### src/rtl/seg7_scan3.sv
// seg7_scan3: three-digit multiplexed 7-segment driver for BCD hundreds/tens/ones.
// A prescaler divides each digit slot into a blanking interval followed by a lit
// interval, and a three-state scan FSM steps ones -> tens -> hundreds. The BCD inputs
// are captured into shadow registers once per frame, so every frame shows one
// consistent value.
// Optional build macro SEG7_LZB_EN enables leading-zero blanking of the hundreds
// and tens digits.
module seg7_scan3 #(
  parameter int unsigned SCAN_DIV       = 50000,  // clocks per digit slot, >= BLANK_CYC+2
  parameter int unsigned BLANK_CYC      = 4,      // all-off clocks at start of a slot, >= 1
  parameter bit          SEG_ACTIVE_LOW = 1'b1,   // lit segment drives 0
  parameter bit          DIG_ACTIVE_LOW = 1'b1    // enabled digit drives 0
) (
  input  logic       clk,
  input  logic       rst,
  input  logic [3:0] hun,
  input  logic [3:0] ten,
  input  logic [3:0] one,
  output logic [6:0] seg,
  output logic [2:0] dig,
  output logic       frame_tick
);

  localparam int unsigned CNT_W = $clog2(SCAN_DIV);
  localparam logic [CNT_W-1:0] CNT_LAST  = CNT_W'(SCAN_DIV - 1);
  localparam logic [CNT_W-1:0] CNT_BLANK = CNT_W'(BLANK_CYC);
  // XOR masks that turn active-high patterns into the pin polarity; also the "off" level.
  localparam logic [6:0] SEG_OFF = {7{SEG_ACTIVE_LOW}};
  localparam logic [2:0] DIG_OFF = {3{DIG_ACTIVE_LOW}};

  typedef enum logic [1:0] {S_ONE = 2'd0, S_TEN = 2'd1, S_HUN = 2'd2} state_t;

  state_t           state, state_nxt;
  logic [CNT_W-1:0] cnt;
  logic             first;
  logic [3:0]       sh_hun, sh_ten, sh_one;
  logic             slot_end;
  logic             snap;
  logic             lz_blank;
  logic [6:0]       seg_nxt;
  logic [2:0]       dig_nxt;
  logic             tick_nxt;

  // Active-high segment pattern, seg[0]=a .. seg[6]=g; non-BCD codes show a dash.
  function automatic logic [6:0] seg7_decode(input logic [3:0] d);
    case (d)
      4'd0:    seg7_decode = 7'h3F;
      4'd1:    seg7_decode = 7'h06;
      4'd2:    seg7_decode = 7'h5B;
      4'd3:    seg7_decode = 7'h4F;
      4'd4:    seg7_decode = 7'h66;
      4'd5:    seg7_decode = 7'h6D;
      4'd6:    seg7_decode = 7'h7D;
      4'd7:    seg7_decode = 7'h07;
      4'd8:    seg7_decode = 7'h7F;
      4'd9:    seg7_decode = 7'h6F;
      default: seg7_decode = 7'h40;
    endcase
  endfunction

  assign slot_end = (cnt == CNT_LAST);
  // The first edge after reset takes a snapshot so the first frame is not stale.
  assign snap     = first || (slot_end && (state == S_HUN));

  // Slot prescaler and the post-reset first-snapshot flag.
  // NOTE: sequential state uses non-blocking (<=) so every flop samples pre-edge values.
  always_ff @(posedge clk or negedge rst) begin
    if (!rst) begin
      cnt   <= '0;
      first <= 1'b1;
    end else begin
      cnt   <= slot_end ? '0 : cnt + 1'b1;
      first <= 1'b0;
    end
  end

  // Shadow digit registers, loaded only at a snapshot point.
  // NOTE: shadows are reset explicitly; they feed the display and must not power up as X.
  always_ff @(posedge clk or negedge rst) begin
    if (!rst) begin
      sh_hun <= '0;
      sh_ten <= '0;
      sh_one <= '0;
    end else if (snap) begin
      sh_hun <= hun;
      sh_ten <= ten;
      sh_one <= one;
    end
  end

`ifdef SEG7_LZB_EN
  // Leading-zero blanking: hide hundreds when it is 0, tens when both upper digits are 0.
  always_comb begin
    lz_blank = 1'b0;
    case (state)
      S_TEN:   lz_blank = (sh_hun == 4'd0) && (sh_ten == 4'd0);
      S_HUN:   lz_blank = (sh_hun == 4'd0);
      default: lz_blank = 1'b0;
    endcase
  end
`else
  assign lz_blank = 1'b0;
`endif

  // Scan FSM state register.
  always_ff @(posedge clk or negedge rst) begin
    if (!rst) state <= S_ONE;
    else      state <= state_nxt;
  end

  // Next state and next registered outputs: pick the digit, decode, blank, then apply polarity.
  always_comb begin
    // NOTE: every output of this block gets a default first, so no latch can be inferred.
    state_nxt = state;
    seg_nxt   = SEG_OFF;
    dig_nxt   = DIG_OFF;
    tick_nxt  = (state == S_ONE) && (cnt == '0);
    case (state)
      S_ONE: begin
        if (slot_end) state_nxt = S_TEN;
        seg_nxt = seg7_decode(sh_one);
        dig_nxt = 3'b001;
      end
      S_TEN: begin
        if (slot_end) state_nxt = S_HUN;
        seg_nxt = seg7_decode(sh_ten);
        dig_nxt = 3'b010;
      end
      S_HUN: begin
        if (slot_end) state_nxt = S_ONE;
        seg_nxt = seg7_decode(sh_hun);
        dig_nxt = 3'b100;
      end
      default: begin
        state_nxt = S_ONE;
        seg_nxt   = 7'h00;
        dig_nxt   = 3'b000;
      end
    endcase
    if ((cnt < CNT_BLANK) || lz_blank) begin
      seg_nxt = 7'h00;
      dig_nxt = 3'b000;
    end
    seg_nxt = seg_nxt ^ SEG_OFF;
    dig_nxt = dig_nxt ^ DIG_OFF;
  end

  // Registered display outputs, one clock behind (state, cnt).
  always_ff @(posedge clk or negedge rst) begin
    if (!rst) begin
      seg        <= SEG_OFF;
      dig        <= DIG_OFF;
      frame_tick <= 1'b0;
    end else begin
      seg        <= seg_nxt;
      dig        <= dig_nxt;
      frame_tick <= tick_nxt;
    end
  end

endmodule

### config.mk
export PLATFORM = sky130hd
export DESIGN_NAME = seg7_scan3
export DESIGN_NICKNAME = d
export VERILOG_FILES = /design/src/rtl/seg7_scan3.sv
export SDC_FILE = /design/constraint.sdc
export NUM_CORES = 1
export LEC_CHECK = 0
export ABC_AREA = 1
export CELL_PAD_IN_SITES_DETAIL_PLACEMENT = 0
export CELL_PAD_IN_SITES_GLOBAL_PLACEMENT = 2
export CORE_ASPECT_RATIO = 2
export CORE_MARGIN = 2
export CORE_UTILIZATION = 33
export DETAILED_ROUTE_END_ITERATION = 7
export PLACE_DENSITY = 0.89
export SLEW_MARGIN = 20
export SYNTH_ARGS = -nofsm -noshare
export SYNTH_HDL_FRONTEND = slang
export SYNTH_SLANG_ARGS = --single-unit
### constraint.sdc
create_clock -name clk -period 1.9 [get_ports clk]
set_clock_uncertainty 0.2 [all_clocks]
set_input_delay 0.38 -clock clk [delete_from_list [all_inputs] [get_ports clk]]
set_output_delay 0.38 -clock clk [all_outputs]
set_load 0.005 [all_outputs]
==> results of run 1 <==
logic make-up (layout without fill, tap and decap cells):
family | Yosys count | count (layout) | share of synthesized area [%]
buffers and inverters | 47 | 78 | 8.16
other | 1 | 1 | 0.152
XOR/XNOR | 11 | 11 | 3.90
AND/OR/NAND/NOR | 174 | 174 | 31.1
flip-flops | 42 | 42 | 43.2
AO/OA/AOI/OAI | 23 | 23 | 4.87
adder cells (fa/ha/maj) | 17 | 17 | 8.62
routing by layer:
metal	wire [µm]	GRT usage, %
met1	1960	13.9
met2	3470	31.4
met3	143	2.41
met4	186	7.35
met5	0	0
flip-flops by register name (all words and copies together) (netlist names):
| signal | flops |
|---|---|
| state | 2 |
| frame_tick | 1 |
| cnt | 16 |
| dig | 3 |
| sh_hun | 4 |
| sh_one | 4 |
| sh_ten | 4 |
| first | 1 |
| seg | 7 |
layout make-up:
cell class	instances	area (µm²)
clock inverter	1	30.0
fill	781	4280
clock buffer	7	133
timing repair buffer	29	283
multi-input combinational	226	1200
sequential	42	1060
tap	92	115
inverter	41	154
placed cells by master (no fill, tap or decap), types with 2 or more instances in the layout:
cell type        netlist  final
nand3_1               31     31
nand4_1                2      2
buf_4                  1      4
nor2_2                 3      4
dfrtp_1               31     31
a21oi_1                4      4
inv_1                 39     39
inv_2                  2      2
clkbuf_1               0      2
clkdlybuf4s50_1        0     20
nand2_2                2      2
dlymetal6s2s_1         0      3
xor2_1                11     11
clkbuf_16              0      5
ha_1                  17     17
o21ai_0               16     16
nor2_1                39     38
o211ai_1               2      2
dfstp_2               11     11
or2_2                  4      4
nor2_4                 2      2
nand2_1               86     86
how the worst min path moves through the flow:
stage,start,end,slack (ns),depth (start not counted)
final,cnt[0],cnt[0],0.32,1
after global routing,cnt[0],cnt[0],0.35,1
after CTS,cnt[0],cnt[0],0.33,1
after detailed placement,rst,cnt[13],0.29,2
after global placement,rst,cnt[5],0.28,2
after floorplan,rst,cnt[0],-0.12,0
through the flow:
step	instances	total power (W)
finish	438	0.00223
global route	438	0.00233
CTS	438	0.00226
detailed placement	429	0.00129
global placement	429	0.00128
floorplan	315	0.00115
power by group:
group	switching (W)	leakage [nW]	internal, W
Clock	0.000342	0.0781	0.000621
Combinational	0.000146	0.902	0.000128
Sequential	0.0000335	0.512	0.000959
Total	0.000522	1.49	0.00171
timing repair:
| item | CTS | global route |
|---|---|---|
| resized for setup | 0 | 4 |
| hold endpoints to repair | 31 | 0 |
| hold buffers | 1 | 0 |
| buffers inserted | 0 | 0 |
| setup endpoints to repair | 0 | 4 |
==> impl_metrics.toml, run 1 <==
[global_route]
grt_pass1_wl_mm = 9.49
antenna_found_initial = 0
grtUsageTotal_pct = 15.4
grt_max_degree = 43
grt-ovfl-total = 0
grt_pass1_vias = 2063

[setup_path]
cp_max_fo = 1
r2r_end = "sh_one[0]"
crit_path_cell_trace = "clkdlybuf4s50_1"
crit_buf_inv = 1
cp_num_cells = 1
rrSetupSlack_ns = 0.16
startpoint = "dig[2]"
slowest_stage = "dfstp_2"
worstPathRequired_ns = 1.32
crit_end = "dig[2]"
startpoint_type = "flop"
cp_top_family = "flip-flops"
slowest_delay_ns = 0.51
critical_path_class = "flop to output pin"
worstReg2RegStart = "cnt[0]"
worstPathArrival_ns = 1.29
cp-end-kind = "output pin"
worst-r2r-cell-count = 7

[power]
ir_drop_mv = 0.503
p_per_area_nw_per_um2 = 747
cellLeakagePower_nw = 1.49

[status]
outcome = "completed"

[logic_synthesis]
synth-edff-count = 0
synth-seq-area-share_pct = 43.2
syn_nets = 346
synthTopCellsByCount = "nand2_1 (86), inv_1 (39), nor2_1 (39)"
synth_top_cell_area_share_pct = 31.4
netlist_instances = 315
synth_seq_cells = 42
ys_top_cells_by_area = "dfrtp_1 (31%), nand2_1 (13%), dfstp_2 (12%), ha_1 (8.6%), nand3_1 (6.3%)"
synth_ff_type = "dfrtp_1"
synth.distinct_cells = 29
syn_area_um2 = 2470
syn_avg_cell_area_um2 = 7.83
yosys.area.top_type = "dfrtp_1"
synth_warnings = 0
ys_async_sr_fraction_pct = 100
synthMostInstantiatedCell = "nand2_1"

[cells_and_area]
fin_nets = 376
area_delta_synth_final_pct = 20.9
utilization_pct = 41.0
drive_above_1_share_pct = 11.3
antenna_cells = 0
stdcell_area_um2 = 2980

[sta]
max_freq_mhz = 534
fin_crit_sh_pct = 98.6
rsz0062_at_grt = "false"
setup_ws_ns = 0.0260
final_max_slew_viol_count = 0
fin_crit_ns = 1.87
finalHoldViolCount = 0
whs_ns = 0.324
tns_ns = 0
worstMarginPinSlew_ns = 0.543
setup_viol = 0
max_slew_margin_pct = 63.8

[floorplanning]
ios = 25
fp.dieW_um = 65.1
start_util_pct = 34.0
coreArea_um2 = 7270
dieArea_um2 = 8230
die_h_um = 126
rows = 44

[place]
postPlaceCellArea_um2 = 2800
dpl.hpwl_mm = 4.59
dpl_worst_slack_ns = 0.159
place.gp.congestion = 0.857
portBuffers = 24

[drt]
num_vias = 1989
wl_mm = 5.76
routedWlPerCell_um = 13.2
drt_iter0_drc = 108
drcViolationCount = 0
viasPerCell = 4.54
drtAntennaViolNets = 0
first_pass_iters = 5

[clocking]
h-tree-depth = 2
clk_latency_ns = 0.28
clockBufferDepth = 2
cts.reportedPaths.clkPinSlew_ns = 0.06
numCtsBuffers = 5
cts_tree = "yes"
cts_root_buffer = "clkbuf_16"
numClockSinks = 42

[worst_hold_path]
min-delay-path-class = "flop to flop"

[job]
maxCapViolCount = 0
(Power assumes the default switching activity.)
==> run 2, diff against run 1 <==
--- a/config.mk
+++ b/config.mk
@@ -8,7 +8,7 @@
 export ABC_AREA = 1
 export CELL_PAD_IN_SITES_DETAIL_PLACEMENT = 0
 export CELL_PAD_IN_SITES_GLOBAL_PLACEMENT = 2
-export CORE_ASPECT_RATIO = 2
+export CORE_ASPECT_RATIO = 0.7
 export CORE_MARGIN = 2
 export CORE_UTILIZATION = 33
 export DETAILED_ROUTE_END_ITERATION = 7
==> run 2 against run 1 <==
Die area fell by 0.37%. Final cell count increased by 0.91%. Largest cell class unchanged. Highest routed layer unchanged. Non-clock buffer count down 2. First-iteration DRC count down 9.3%. Via count fell by 5.3%. Sequential power is essentially flat. Global-route usage is 2.1 points lower. Final area shrank 1.8%. Critical endpoint is now seg[2]. Critical path depth stayed put. Largest power group unchanged. Core utilization down 0.83 points. Register-to-register slack gained 0.02 ns. Clock power is 39% lower.
==> impl_metrics.toml, run 2 (synthesis gave the netlist of run 1 again) <==
[job]
maxCapViolCount = 0

[place]
portBuffers = 24
place.gp.congestion = 0.827
dpl.hpwl_mm = 3.96
postPlaceCellArea_um2 = 2810

[status]
outcome = "completed"

[clocking]
cts_root_buffer = "clkbuf_8"
numClockSinks = 42
cts_tree = "yes"
clk_latency_ns = 0.29
postCtsSetupRepairBufs = 0
h-tree-depth = 2
numCtsBuffers = 5
clockBufferDepth = 2
cts.reportedPaths.clkPinSlew_ns = 0.07

[global_route]
antenna_found_initial = 0
grtUsageTotal_pct = 13.3
grt-ovfl-total = 0
grt_max_degree = 43
grt_pass1_wl_mm = 8.45
grt_pass1_vias = 1686

[setup_path]
cp_max_fo = 1
crit_buf_inv = 1
crit_path_cell_trace = "clkdlybuf4s50_1"
slowest_stage = "dfstp_2"
worstPathArrival_ns = 1.28
startpoint_type = "flop"
cp_top_family = "flip-flops"
worstPathRequired_ns = 1.32
critical_path_class = "flop to output pin"
cp-end-kind = "output pin"
slowest_delay_ns = 0.52

[cells_and_area]
multi_input_area_um2 = 1210
antenna_cells = 0
fillers = 786
drive_above_1_share_pct = 11.0
largest_reg_flops = 16
largest-register = "cnt"
reg.largest.list = "cnt: 16 flops, seg: 7 flops"
final_cell_mix = "nand2_1 (86), inv_1 (39), nor2_1 (39)"
mostFrequentLayoutCell = "nand2_1"
regArea_um2 = 1060
stdcell_area_um2 = 2930
fin_nets = 374
area_delta_synth_final_pct = 18.8

[sta]
max_freq_mhz = 536
final_max_slew_viol_count = 0
rsz0062_at_grt = "false"
fin_crit_sh_pct = 98.1
setup_viol = 0
worstMarginPinSlew_ns = 0.526
finalHoldViolCount = 0
max_slew_margin_pct = 64.9
fin_crit_ns = 1.86
tns_ns = 0

[floorplanning]
fp.dieW_um = 107
ios = 25
rows = 26
die_h_um = 76.3
coreArea_um2 = 7290
start_util_pct = 33.9
dieArea_um2 = 8200

[power]
power_w = 0.00185
ir_drop_mv = 0.295
p_per_area_nw_per_um2 = 630
cellLeakagePower_nw = 1.47

[worst_hold_path]
min-delay-path-class = "flop to flop"

[drt]
drcViolationCount = 0
first_pass_iters = 4
num_vias = 1883
drtAntennaViolNets = 0
routedWlPerCell_um = 11.6
viasPerCell = 4.26
drt_iter0_drc = 98
wl_mm = 5.13
## run 2: cell count changes in the layout (fill, tap and decap cells not counted), moves of 2 or more
cell,previous run,this run
buf_4,4,1
clkbuf_16,5,0
clkbuf_8,0,6
clkdlybuf4s50_1,20,18
dlymetal6s2s_1,3,5
## run 2: final timing paths
| path | start | to | slack (ns) | depth (start not counted) |
|---|---|---|---|---|
| setup / recovery | seg[2] | seg[2] | 0.04 | 1 |
| hold / removal | cnt[0] | cnt[0] | 0.32 | 1 |
| setup reg to reg | cnt[0] | cnt[6] | 0.18 | 5 |
| hold reg to reg | cnt[0] | cnt[0] | 0.32 | 1 |
| max in group asynchronous | rst | seg[0] | 0.84 | 3 |
| min in group asynchronous | rst | sh_hun[1] | 0.39 | 3 |
## run 2: through the flow
step | hold WS (ns) | setup WS (ns) | std cells | utilization, %
4_1_cts | 0.322 | 0.0224 | 442 | 39.9
3_5_place_dp | 0.166 | 0.127 | 433 | 38.5
5_1_grt | 0.379 | 0.000312 | 442 | 40.2
3_3_place_gp | 0.165 | 0.178 | 433 | 38.5
6_report | 0.322 | 0.0359 | 442 | 40.2
2_1_floorplan | -0.116 | 0.357 | 315 | -
## run 2: repair_timing
action | 4_1_cts | 5_1_grt
hold buffers | 1 | 0
endpoints found under the setup margin | 0 | 26
hold endpoints to repair | 31 | 0
resized for setup | 0 | 7
## run 2: area by class of cell
cell class | instances | area share (%)
Multi-Input combinational cell | 226 | 41.4
Timing Repair Buffer | 27 | 9.74
Clock inverter | 1 | 0.171
Clock buffer | 7 | 2.95
Inverter | 41 | 5.25
Sequential cell | 42 | 36.3
Tap cell | 98 | 4.18
## run 2: layer usage
layer | wire [µm] | GRT usage, %
met1 | 3150 | 23.9
met2 | 1680 | 14.4
met3 | 254 | 3.08
met4 | 46 | 3.85
met5 | 0 | 0
## run 2: power breakdown
| group | switching, W | total [W] | internal [W] |
|---|---|---|---|
| combinational | 0.000141 | 0.000270 | 0.000129 |
| sequential | 0.0000353 | 0.000992 | 0.000957 |
| clock | 0.000291 | 0.000584 | 0.000293 |
==> run 3, diff against run 2 <==
--- a/config.mk
+++ b/config.mk
@@ -10,9 +10,11 @@
 export CELL_PAD_IN_SITES_GLOBAL_PLACEMENT = 2
 export CORE_ASPECT_RATIO = 0.7
 export CORE_MARGIN = 2
-export CORE_UTILIZATION = 33
+export CORE_UTILIZATION = 37
 export DETAILED_ROUTE_END_ITERATION = 7
+export DONT_BUFFER_PORTS = 1
 export PLACE_DENSITY = 0.89
+export SKIP_CTS_REPAIR_TIMING = 1
 export SLEW_MARGIN = 20
 export SYNTH_ARGS = -nofsm -noshare
 export SYNTH_HDL_FRONTEND = slang
==> run 3 against run 2 <==
The flow now finishes with violations (hold timing). Via count rose by 0.11%. Register-to-register slack barely moved. Setup slack improved by 0.15 ns. Final area fell by 6.2%. Maximum frequency rose by 8.6%. Wire length rose by 2.0%. Critical path depth rose by 6. Largest cell class unchanged. Highest routed layer unchanged.
==> impl_metrics.toml, run 3 (synthesis gave the netlist of run 1 again) <==
[cells_and_area]
largest_reg_flops = 16
final_cells = 419
drive_above_1_share_pct = 11.9
stdcell_area_um2 = 2750
fin_nets = 358
antenna_cells = 0
reg.largest.list = "cnt: 16 flops, seg: 7 flops"
mostFrequentLayoutCell = "nand2_1"
area_delta_synth_final_pct = 11.4
largest-register = "cnt"
final_cell_mix = "nand2_1 (86), inv_1 (39), nor2_1 (39)"
fillers = 632

[floorplanning]
start_util_pct = 38.9
die_h_um = 72.3
coreArea_um2 = 6340
ios = 25
rows = 24
dieArea_um2 = 7350
fp.dieW_um = 102

[sta]
rsz0062_at_grt = "false"
whs_ns = -0.00680
max_freq_mhz = 582
fin_crit_sh_pct = 90.4
setup_viol = 0
tns_ns = 0
finalHoldViolCount = 5
final_max_slew_viol_count = 0
fin_crit_ns = 1.72

[global_route]
grt-ovfl-total = 0
grt_pass1_vias = 1647
antenna_found_initial = 0
grt_pass1_wl_mm = 8.59
grt_max_degree = 43
grtUsageTotal_pct = 15.4

[setup_path]
cp_max_fo = 13
crit_buf_inv = 0
slowest_stage = "dfrtp_1"
worstReg2RegStart = "cnt[0]"
cp_top_family = "simple AND/OR/NAND/NOR gates"
slowest_delay_ns = 0.42
crit_path_cell_trace = "ha_2 -> nand3_2 -> nor2_4 -> nand3_4 -> nand2_4 -> nand2_1 -> nand2_1"
worstPathArrival_ns = 1.75
cp-end-kind = "flop"
critical_path_class = "flop to flop"
startpoint = "cnt[0]"
startpoint_type = "flop"
cpMostUsedCell = "nand2_1"
worstPathRequired_ns = 1.93

[status]
outcome = "finished with violations"
violations = "hold timing"

[drt]
first_pass_iters = 4
wl_mm = 5.23
drcViolationCount = 0
viasPerCell = 4.50
routedWlPerCell_um = 12.5
drtAntennaViolNets = 0
num_vias = 1885
drt_iter0_drc = 91

[power]
ir_drop_mv = 0.335
power_w = 0.00181
netSwitchingFraction_pct = 26.4
comb_power_share_pct = 11.8
p_switching_w = 0.000479
p_per_area_nw_per_um2 = 660
intPower_w = 0.00133
p_clk_share_pct = 33.0
seqPwrFrac_pct = 55.2
cellLeakagePower_nw = 1.37

[clocking]
cts_root_buffer = "clkbuf_8"
clk_latency_ns = 0.29
numCtsBuffers = 5
h-tree-depth = 2
cts_tree = "yes"
clockBufferDepth = 2
cts.reportedPaths.clkPinSlew_ns = 0.08
numClockSinks = 42

[place]
portBuffers = 0
dpl.hpwl_mm = 3.99
place.gp.congestion = 0.832
postPlaceCellArea_um2 = 2560
placedCellCount = 403

[worst_hold_path]
min-delay-path-class = "input port to flop"
hp-start = "ten[1]"

[job]
maxCapViolCount = 0
-- run 3: cell count changes in the layout (fill, tap and decap cells not counted), sizes merged --
cell,delta
buf,+1
dlygate4sd3,+6
clkdlybuf4s50,-18
dlymetal6s2s,-5
-- run 3: per-stage QoR --
step / setup slack [ns] / utilization [%] / hold WS [ns]
finish: 0.183 / 43.4 / -0.00680
detailed placement: 0.146 / 40.3 / -0.114
global placement: 0.232 / 40.3 / -0.114
floorplan: 0.357 / - / -0.116
CTS: 0.126 / 41.8 / -0.437
global route: 0.0295 / 43.4 / 0.00249
-- run 3: power groups by stage --
stage          clock [W]  sequential, W  combinational, W
3_5_place_dp           0        0.00102          0.000177
6_report        0.000599        0.00100          0.000214
2_1_floorplan          0        0.00101          0.000143
3_3_place_gp           0        0.00102          0.000177
5_1_grt         0.000669        0.00101          0.000251
4_1_cts         0.000616        0.00100          0.000178
-- run 3: worst paths after layout --
kind	slack, ns	endpoint	cells after the start
min in group asynchronous	0.38	state[0]	2
max in group asynchronous	0.85	first	2
worst max register to register	0.18	sh_one[1]	7
worst min-delay path	-0.007	sh_ten[1]	2
worst max-delay path	0.18	sh_one[1]	7
worst min register to register	0.32	cnt[0]	1
-- run 3: routing by layer --
metal	wire, µm	up-vias	track usage (%)
li1	-	996	-
met1	3150	830	27.7
met2	1730	54	16.4
met3	314	5	3.85
met4	46	0	3.60
met5	0	-	0
-- run 3: layout make-up --
| class | instances | area (µm²) | area share [%] |
|---|---|---|---|
| clock inverter | 1 | 5.00 | 0.182 |
| multi-input combinational | 226 | 1200 | 43.8 |
| timing repair buffer | 11 | 120 | 4.37 |
| inverter | 41 | 154 | 5.60 |
| sequential | 42 | 1060 | 38.8 |
| clock buffer | 7 | 86.3 | 3.14 |
| tap | 91 | 114 | 4.14 |
